===== config.mk =====
export PLATFORM = sky130hd
export DESIGN_NAME = serial_sub_ctrl
export DESIGN_NICKNAME = d
export VERILOG_FILES = /design/src/rtl/serial_sub_pkg.sv /design/src/rtl/sub_bit_cell.sv /design/src/rtl/serial_sub_ctrl.sv
export SDC_FILE = /design/constraint.sdc
export NUM_CORES = 1
export LEC_CHECK = 0
export CORE_ASPECT_RATIO = 1.1
export CORE_UTILIZATION = 53
export CTS_BUF_LIST = sky130_fd_sc_hd__clkbuf_8
export DETAILED_ROUTE_END_ITERATION = 12
export PLACE_DENSITY = 0.81
export SYNTH_ARGS = -nofsm -noshare
export SYNTH_HDL_FRONTEND = slang
export SYNTH_SLANG_ARGS = --single-unit
export TNS_END_PERCENT = 1

===== constraint.sdc =====
create_clock -name clk -period 1.6 [get_ports clk]
set_input_delay 0.32 -clock clk [delete_from_list [all_inputs] [get_ports clk]]
set_output_delay 0.32 -clock clk [all_outputs]
set_load 0.01 [all_outputs]

===== src/rtl/serial_sub_pkg.sv =====
// serial_sub_pkg: shared FSM states and width limit for the bit-serial subtractor.
package serial_sub_pkg;
  localparam int MAX_WIDTH = 64;
  typedef enum logic [1:0] {IDLE, RUN, DONE} state_t;
endpackage


===== src/rtl/sub_bit_cell.sv =====
// sub_bit_cell: combinational 1-bit full subtractor built from two half-subtractor stages.
module sub_bit_cell (
  input  logic a,
  input  logic b,
  input  logic bin,
  output logic d,
  output logic bout
);
  logic w_d1, w_b1, w_b2;
  assign w_d1 = a ^ b;
  assign w_b1 = ~a & b;
  assign d    = w_d1 ^ bin;
  assign w_b2 = ~w_d1 & bin;
  assign bout = w_b1 | w_b2;
endmodule


===== src/rtl/serial_sub_ctrl.sv =====
// serial_sub_ctrl: bit-serial WIDTH-bit subtractor, LSB first, one shared cell.
// Define SERIAL_SUB_ZERO_FLAG_EN to add the sticky Zero result flag.
module serial_sub_ctrl
  import serial_sub_pkg::*;
#(
  parameter int WIDTH = 8
) (
  input  logic             clk,
  input  logic             rst,
  input  logic             start,
  input  logic [WIDTH-1:0] A,
  input  logic [WIDTH-1:0] B,
  output logic             busy,
  output logic             done,
  output logic [WIDTH-1:0] Diff,
  output logic             Borrow
`ifdef SERIAL_SUB_ZERO_FLAG_EN
  ,
  output logic             Zero
`endif
);
  localparam int CW = $clog2(WIDTH + 1);
  generate
    if (WIDTH < 1 || WIDTH > MAX_WIDTH) begin : g_bad_width
      $error("serial_sub_ctrl: WIDTH out of range");
    end
  endgenerate
  state_t           r_state, w_next;
  logic [WIDTH-1:0] r_a, r_b, r_res, w_res, r_diff;
  logic [CW-1:0]    r_cnt;
  logic             r_br, r_borrow, w_d, w_bo, w_last, w_accept;
  sub_bit_cell u_cell (.a(r_a[0]), .b(r_b[0]), .bin(r_br), .d(w_d), .bout(w_bo));
  generate
    if (WIDTH == 1) begin : g_w1
      assign w_res = w_d;
    end else begin : g_wn
      assign w_res = {w_d, r_res[WIDTH-1:1]};
    end
  endgenerate
  assign w_last   = r_cnt == CW'(WIDTH - 1);
  assign w_accept = start && r_state != RUN;
  always_comb begin
    w_next = r_state;
    w_next = (r_state == RUN) ? (w_last ? DONE : RUN) : (start ? RUN : IDLE);
  end
  always_ff @(posedge clk) r_state <= rst ? IDLE : w_next;
  always_ff @(posedge clk) begin
    if (rst) begin
      r_a      <= '0;
      r_b      <= '0;
      r_res    <= '0;
      r_br     <= 1'b0;
      r_cnt    <= '0;
      r_diff   <= '0;
      r_borrow <= 1'b0;
    end else if (w_accept) begin
      r_a   <= A;
      r_b   <= B;
      r_res <= '0;
      r_br  <= 1'b0;
      r_cnt <= '0;
    end else if (r_state == RUN) begin
      r_a   <= r_a >> 1;
      r_b   <= r_b >> 1;
      r_res <= w_res;
      r_br  <= w_bo;
      r_cnt <= r_cnt + 1'b1;
      if (w_last) begin
        r_diff   <= w_res;
        r_borrow <= w_bo;
      end
    end
  end
  assign busy   = r_state == RUN;
  assign done   = r_state == DONE;
  assign Diff   = r_diff;
  assign Borrow = r_borrow;
`ifdef SERIAL_SUB_ZERO_FLAG_EN
  logic r_nz, r_zero;
  // Sticky OR of the serial difference bits avoids a WIDTH-wide reduction.
  always_ff @(posedge clk) begin
    if (rst) begin
      r_nz   <= 1'b0;
      r_zero <= 1'b0;
    end else if (w_accept) begin
      r_nz <= 1'b0;
    end else if (r_state == RUN) begin
      r_nz <= r_nz | w_d;
      if (w_last) r_zero <= ~(r_nz | w_d);
    end
  end
  assign Zero = r_zero;
`endif
endmodule


After elaboration in Yosys (flattened, before gate mapping)
Cells that the tools add are included.
{"block": "totals", "ff_bits": 40, "in_bits": 19, "out_inout_bits": 11, "elab_cells": 32}
{"block": "op_classes", "add_sub_neg": 1, "eq_ne": 4, "muxes": 7, "bitwise": 8, "reduce_logical": 4}
{"cell": "$mux W8", "count": 4}
{"cell": "$add A4 B1 Y4 const B", "count": 1}
{"cell": "$eq A4 B3 Y1 const B", "count": 1}
{"cell": "$mux W2", "count": 2}
{"cell": "$not A1 Y1", "count": 3}
{"cell": "$reduce_and A3 Y1", "count": 1}
{"cell": "$and A1 B1 Y1", "count": 2}
{"cell": "$eq A2 B1 Y1 const B", "count": 1}
{"cell": "$eq A2 B2 Y1 const B", "count": 1}
{"cell": "$ne A2 B1 Y1 const B", "count": 1}
{"cell": "$reduce_bool A2 Y1", "count": 1}
{"cell": "$reduce_or A2 Y1", "count": 1}
{"cell": "$xor A1 B1 Y1", "count": 2}
{"cell": "$logic_and A1 B1 Y1", "count": 1}
{"cell": "$mux W1", "count": 1}
{"cell": "$or A1 B1 Y1", "count": 1}

Longest topological paths before layout
{"block": "depth", "word_depth": 4, "depth_mapped": 5, "mapped_depth_nobuf": 4}

Cells and area by module
A second synthesis with hierarchy kept.
{"block": "hier_totals", "cells_unflattened": 153, "area_unflattened_um2": 1521.5}
{"module": "serial_sub_ctrl", "n_inst": 1, "cells_each": 149, "area_per_inst_um2": 1490.2, "seq_area_each_um2": 780.7}
{"module": "sub_bit_cell", "n_inst": 1, "cells_each": 4, "area_per_inst_um2": 31.3, "seq_area_each_um2": 0.0}

Worst setup path before layout
No wires, ideal clock.
{"block": "synth_path", "path_kind": "register to register", "startpoint": "register r_cnt[0]", "endpoint": "register r_borrow, in the netlist Borrow", "setup_ps": 117, "arrival_ps": 1156, "required_ps": 1483, "setup_slack_ps": 327, "path_stages_with_launch": 6, "path_cell_list": "dfxtp_1 ha_1 nand2_1 o31a_1 buf_2 a22o_1"}
{"block": "synth_between", "elab_chain_len": 2}
{"item": "start, declared", "line": "serial_sub_ctrl.sv:30", "rtl": "logic [CW-1:0] r_cnt;"}
{"item": "start signal, assigned", "line": "serial_sub_ctrl.sv:67", "rtl": "r_cnt <= r_cnt + 1'b1;"}
{"item": "$eq A4 B3 Y1", "line": "serial_sub_ctrl.sv:40", "rtl": "assign w_last = r_cnt == CW'(WIDTH - 1);"}
{"item": "$reduce_and A3 Y1 (no line)"}
{"item": "end signal, assigned", "line": "serial_sub_ctrl.sv:70", "rtl": "r_borrow <= w_bo;"}
{"item": "end, declared", "line": "serial_sub_ctrl.sv:31", "rtl": "logic r_br, r_borrow, w_d, w_bo, w_last, w_accept;"}
Every way passes these cells.
A chain may end at the register's enable or synchronous reset.

Final worst setup path
{"block": "layout_path", "startpoint": "register r_diff[5], in the netlist Diff[5]", "endpoint": "output port Diff[5]"}
{"item": "start, declared", "line": "serial_sub_ctrl.sv:29", "rtl": "logic [WIDTH-1:0] r_a, r_b, r_res, w_res, r_diff;"}
{"item": "start signal, assigned", "line": "serial_sub_ctrl.sv:69", "rtl": "r_diff <= w_res;"}
{"item": "end, declared", "line": "serial_sub_ctrl.sv:15", "rtl": "output logic [WIDTH-1:0] Diff,"}
No word-level cell between the ends.

==> results.txt <==
----------------------------------------------------
[Critical path]
  Setup CP Type ... reg -> out
  Chain of cells forming the critical path ... clkdlybuf4s50_1
  Worst reg2reg path startpoint ... r_state[1]$_SDFF_PP0_
  Reg2reg path depth ... 5
  Launch point of the critical path ... Diff[5]$_SDFFE_PP0P_
  Critical path required time ... about 1.3 ns
  Crit path to ... Diff[5]
  CP Data Arrival Time ... 1.19 ns
  Nature of the critical path endpoint ... output port
  Slowest CP cell ... sky130_fd_sc_hd__clkdlybuf4s50_1
  Startpoint Class ... flop
  Largest fanout on the critical path ... 2
  Internal reg-to-reg setup slack ... 0.15 ns
  Endpoint of the lowest-slack register-to-register path ... Diff[2]$_SDFFE_PP0P_
  Sum of buffers and inverters on the critical path ... 1
  Longest individual stage delay on the worst path ... 0.54 ns
  Gate family responsible for the most delay along the worst path ... buffers and inverters
  Path length in cells of the critical path ... 1

[Timing]
  Skew final ... 0.006683 ns
  Hold violation count in the final report ... 0
  Sum of negative setup slack ... 0 ns
  Min Clock Period, post-route ... 1.509 ns
  Max transition margin ... 75.94%
  Transition time of the tightest slew-check pin ... 0.3610 ns
  Final Cycle Share ... a little over nine tenths
  Setup repair after global routing missed its margin ... false
  Achievable clock frequency ... roughly 660 MHz
  Final Setup Violations ... 0
  Final-report max-slew violation count ... 0
  Fin worst setup slack ... 0.09094 ns

[Run]
  Reported max-cap violation count ... 0

[Synth]
  Summed instance area of the synthesized netlist ... approximately 1500 um^2
  Post-synthesis cell type count ... 26
  Top-area cell type share of the netlist area ... 50.73%
  Synth Net Count ... 175
  Mean instance size in the synthesized netlist ... approximately 10 um^2
  Sequential cell area fraction in the yosys report ... slightly above 50%
  Count of yosys warnings during synthesis ... 0
  Synth area leader ... sky130_fd_sc_hd__dfxtp_1
  Synthesized instance count ... approximately 150
  Number of synthesized register bits ... 39
  Most area-consuming cells after synthesis ... sky130_fd_sc_hd__dfxtp_1 51%, sky130_fd_sc_hd__mux2i_1 10%, sky130_fd_sc_hd__a211oi_1 7.3%

[Clock tree]
  # hold bufs at CTS ... 0
  Num Clock Sinks ... 39
  Clock latency reported for the late side of the worst-skew pair ... ~0.29 ns
  Number of H-tree branching levels ... 2
  Post-CTS setup-driven buffer insertion count ... 0
  Root Driver ... sky130_fd_sc_hd__clkbuf_8
  Maximum count of clock buffers along a single path ... 2
  TritonCTS clock tree ... yes
  Post-CTS Resized ... 3
  TritonCTS buffer count ... 5
  Clock-pin slew on the worst setup and hold paths ... approximately 0.08 ns

[Power and ir drop]
  Areal power density over the cells ... 1097 nW/um^2
  Leakage power figure ... between 0.8 and 0.9 nW
  Power after layout ... 2.213 mW
  Worst-case vdd ir drop ... roughly 0.79 mV

[Global routing]
  Number of global-route vias before repair ... between 1000 and 1500
  First-pass GRT wire length ... 5278 um
  Global-route total usage across every layer ... 23.90%
  GR Overflow Total ... 0
  Initial antenna violation count ... 0
  Maximum number of pins on one net before global-route repair ... 34

[Cells and area]
  Number of non-filler instances in the completed layout ... 222
  Combined flip-flop and latch cell area ... 782.0 um^2
  Multi-input combinational cell area ... about 670 um^2
  Fraction of final layout cells sized beyond drive strength 1 ... about 10%
  Count of nets after finishing ... around 210
  # diodes ... 0
  Layout filler cell count ... 209
  Area growth from synthesis to final layout ... 31.06%

[Detailed routing]
  First-pass iteration count of the detailed router ... 4
  Number of DRC markers in iteration 0 ... 38
  Remaining antenna violation count ... 0
  Remaining routing DRC violations ... 0
  Post-detailed-route wirelength per cell ... about 14 um
  Vias after detailed routing ... around 1200
  Via density ... around 5.6
  Routed wire length ... 3083 um

[Die]
  Die height ... 58.52 um
  Starting density of the core ... 55.91%
  Die width ... ~53 um
  Die footprint ... 3124 um^2
  Area of the core ... ~2800 um^2
  Number of cell rows ... 20
  I/O pin count ... 30

[Place]
  Placed wire-length estimate after detailed placement ... between 2000 and 2500 um
  IO buf count ... 29
  Post-Place Cells ... roughly 210
  Placer's final routability congestion estimate ... about 0.8
  Setup slack at placement ... 0.05385 ns

[Status]
  Result of the run ... complete, no violations

[Hold path]
  Hold/Removal Path Class ... reg -> reg

----------------------------------------------------
-- worst min path at each step --
| stage | cells after the start | slack, ns | to | start |
|---|---|---|---|---|
| detailed placement | 1 | 0.46 | Diff[0]$_SDFFE_PP0P_ | Diff[0]$_SDFFE_PP0P_ |
| floorplan | 2 | 0.44 | r_res[1]$_SDFFE_PP0N_ | r_res[1]$_SDFFE_PP0N_ |
| finish | 1 | 0.47 | Diff[0]$_SDFFE_PP0P_ | Diff[0]$_SDFFE_PP0P_ |
| global route | 2 | 0.50 | r_res[5]$_SDFFE_PP0N_ | r_res[6]$_SDFFE_PP0N_ |
| CTS | 2 | 0.48 | r_res[5]$_SDFFE_PP0N_ | r_res[6]$_SDFFE_PP0N_ |
| global placement | 2 | 0.45 | r_res[1]$_SDFFE_PP0N_ | r_res[1]$_SDFFE_PP0N_ |
-- cell usage in the layout (no fill, tap or decap), types with 6 or more instances in the layout --
master	count
sky130_fd_sc_hd__buf_4	8
sky130_fd_sc_hd__a211oi_1	15
sky130_fd_sc_hd__a22o_1	9
sky130_fd_sc_hd__a21oi_1	9
sky130_fd_sc_hd__nand2_1	17
sky130_fd_sc_hd__nor2_1	17
sky130_fd_sc_hd__inv_1	6
sky130_fd_sc_hd__mux2i_1	16
sky130_fd_sc_hd__clkdlybuf4s50_1	27
sky130_fd_sc_hd__dfxtp_1	38
-- sequential cells by signal (all words and copies together) (netlist names) --
name	cells
Diff	8
r_a	8
r_b	8
r_res	7
r_cnt	4
r_state	2
Borrow	1
r_br	1
-- kinds of logic after synthesis --
group	share of synthesized area, %
buffers and inverters	5.448
multiplexers	10.41
XOR/XNOR	1.138
adder cells (fa/ha/maj)	2.114
flip-flops	50.73
AND/OR/NAND/NOR	12.93
AO/OA/AOI/OAI	17.24
-- per-layer routing --
layer	vias to the layer above	share of wire (%)	GRT usage (%)
met4	0	2.8	13.16
met5	-	0	0
met2	31	52	41.43
met3	10	3.5	6.460
met1	592	41	25.65
li1	608	-	-
-- cell usage after synthesis --
master and n:
sky130_fd_sc_hd__a22o_1 9, sky130_fd_sc_hd__nand3_1 1, sky130_fd_sc_hd__ha_1 1, sky130_fd_sc_hd__and2b_1 1, sky130_fd_sc_hd__o21a_1 1, sky130_fd_sc_hd__buf_2 4
sky130_fd_sc_hd__o21ai_0 1, sky130_fd_sc_hd__clkbuf_1 2, sky130_fd_sc_hd__buf_4 5, sky130_fd_sc_hd__nand2_1 17, sky130_fd_sc_hd__fa_1 1, sky130_fd_sc_hd__a21oi_1 9
sky130_fd_sc_hd__nand3b_1 1, sky130_fd_sc_hd__o31a_1 1, sky130_fd_sc_hd__nand2b_4 1, sky130_fd_sc_hd__xnor2_1 1, sky130_fd_sc_hd__a21o_1 1, sky130_fd_sc_hd__nor2_1 17
sky130_fd_sc_hd__inv_1 5, sky130_fd_sc_hd__or3_1 1, sky130_fd_sc_hd__a211oi_1 15, sky130_fd_sc_hd__mux2i_1 16, sky130_fd_sc_hd__nor4_4 1, sky130_fd_sc_hd__nor3_1 2
sky130_fd_sc_hd__xor2_1 1, sky130_fd_sc_hd__dfxtp_1 39
-- stage by stage --
step	cell area (um^2)	hold WS (ns)	util (%)
after global routing	2017	0.4975	73.27
after detailed placement	1886	0.4557	68.50
after global placement	1886	0.4531	68.50
final	2017	0.4718	73.27
after floorplan	1539	0.4366	-
after CTS	2017	0.4751	73.27
-- area by class of cell --
| cell class | instances | share of cell area [%] |
|---|---|---|
| clock buffers | 5 | 3.412 |
| clock inverters | 3 | 3.164 |
| inverters | 5 | 0.9305 |
| multi-input cells | 99 | 33.44 |
| flip-flops and latches | 39 | 38.77 |
| well taps | 33 | 2.047 |
| repair buffers | 38 | 18.24 |
-- power by group --
group	internal [mW]	switching (mW)	leakage, nW
logic	0.114	0.107	0.428
registers	1.01	0.0247	0.319
clock network	0.617	0.340	0.0695
total	1.74	0.471	0.816
No activity file was read; power rests on OpenSTA's default activity.
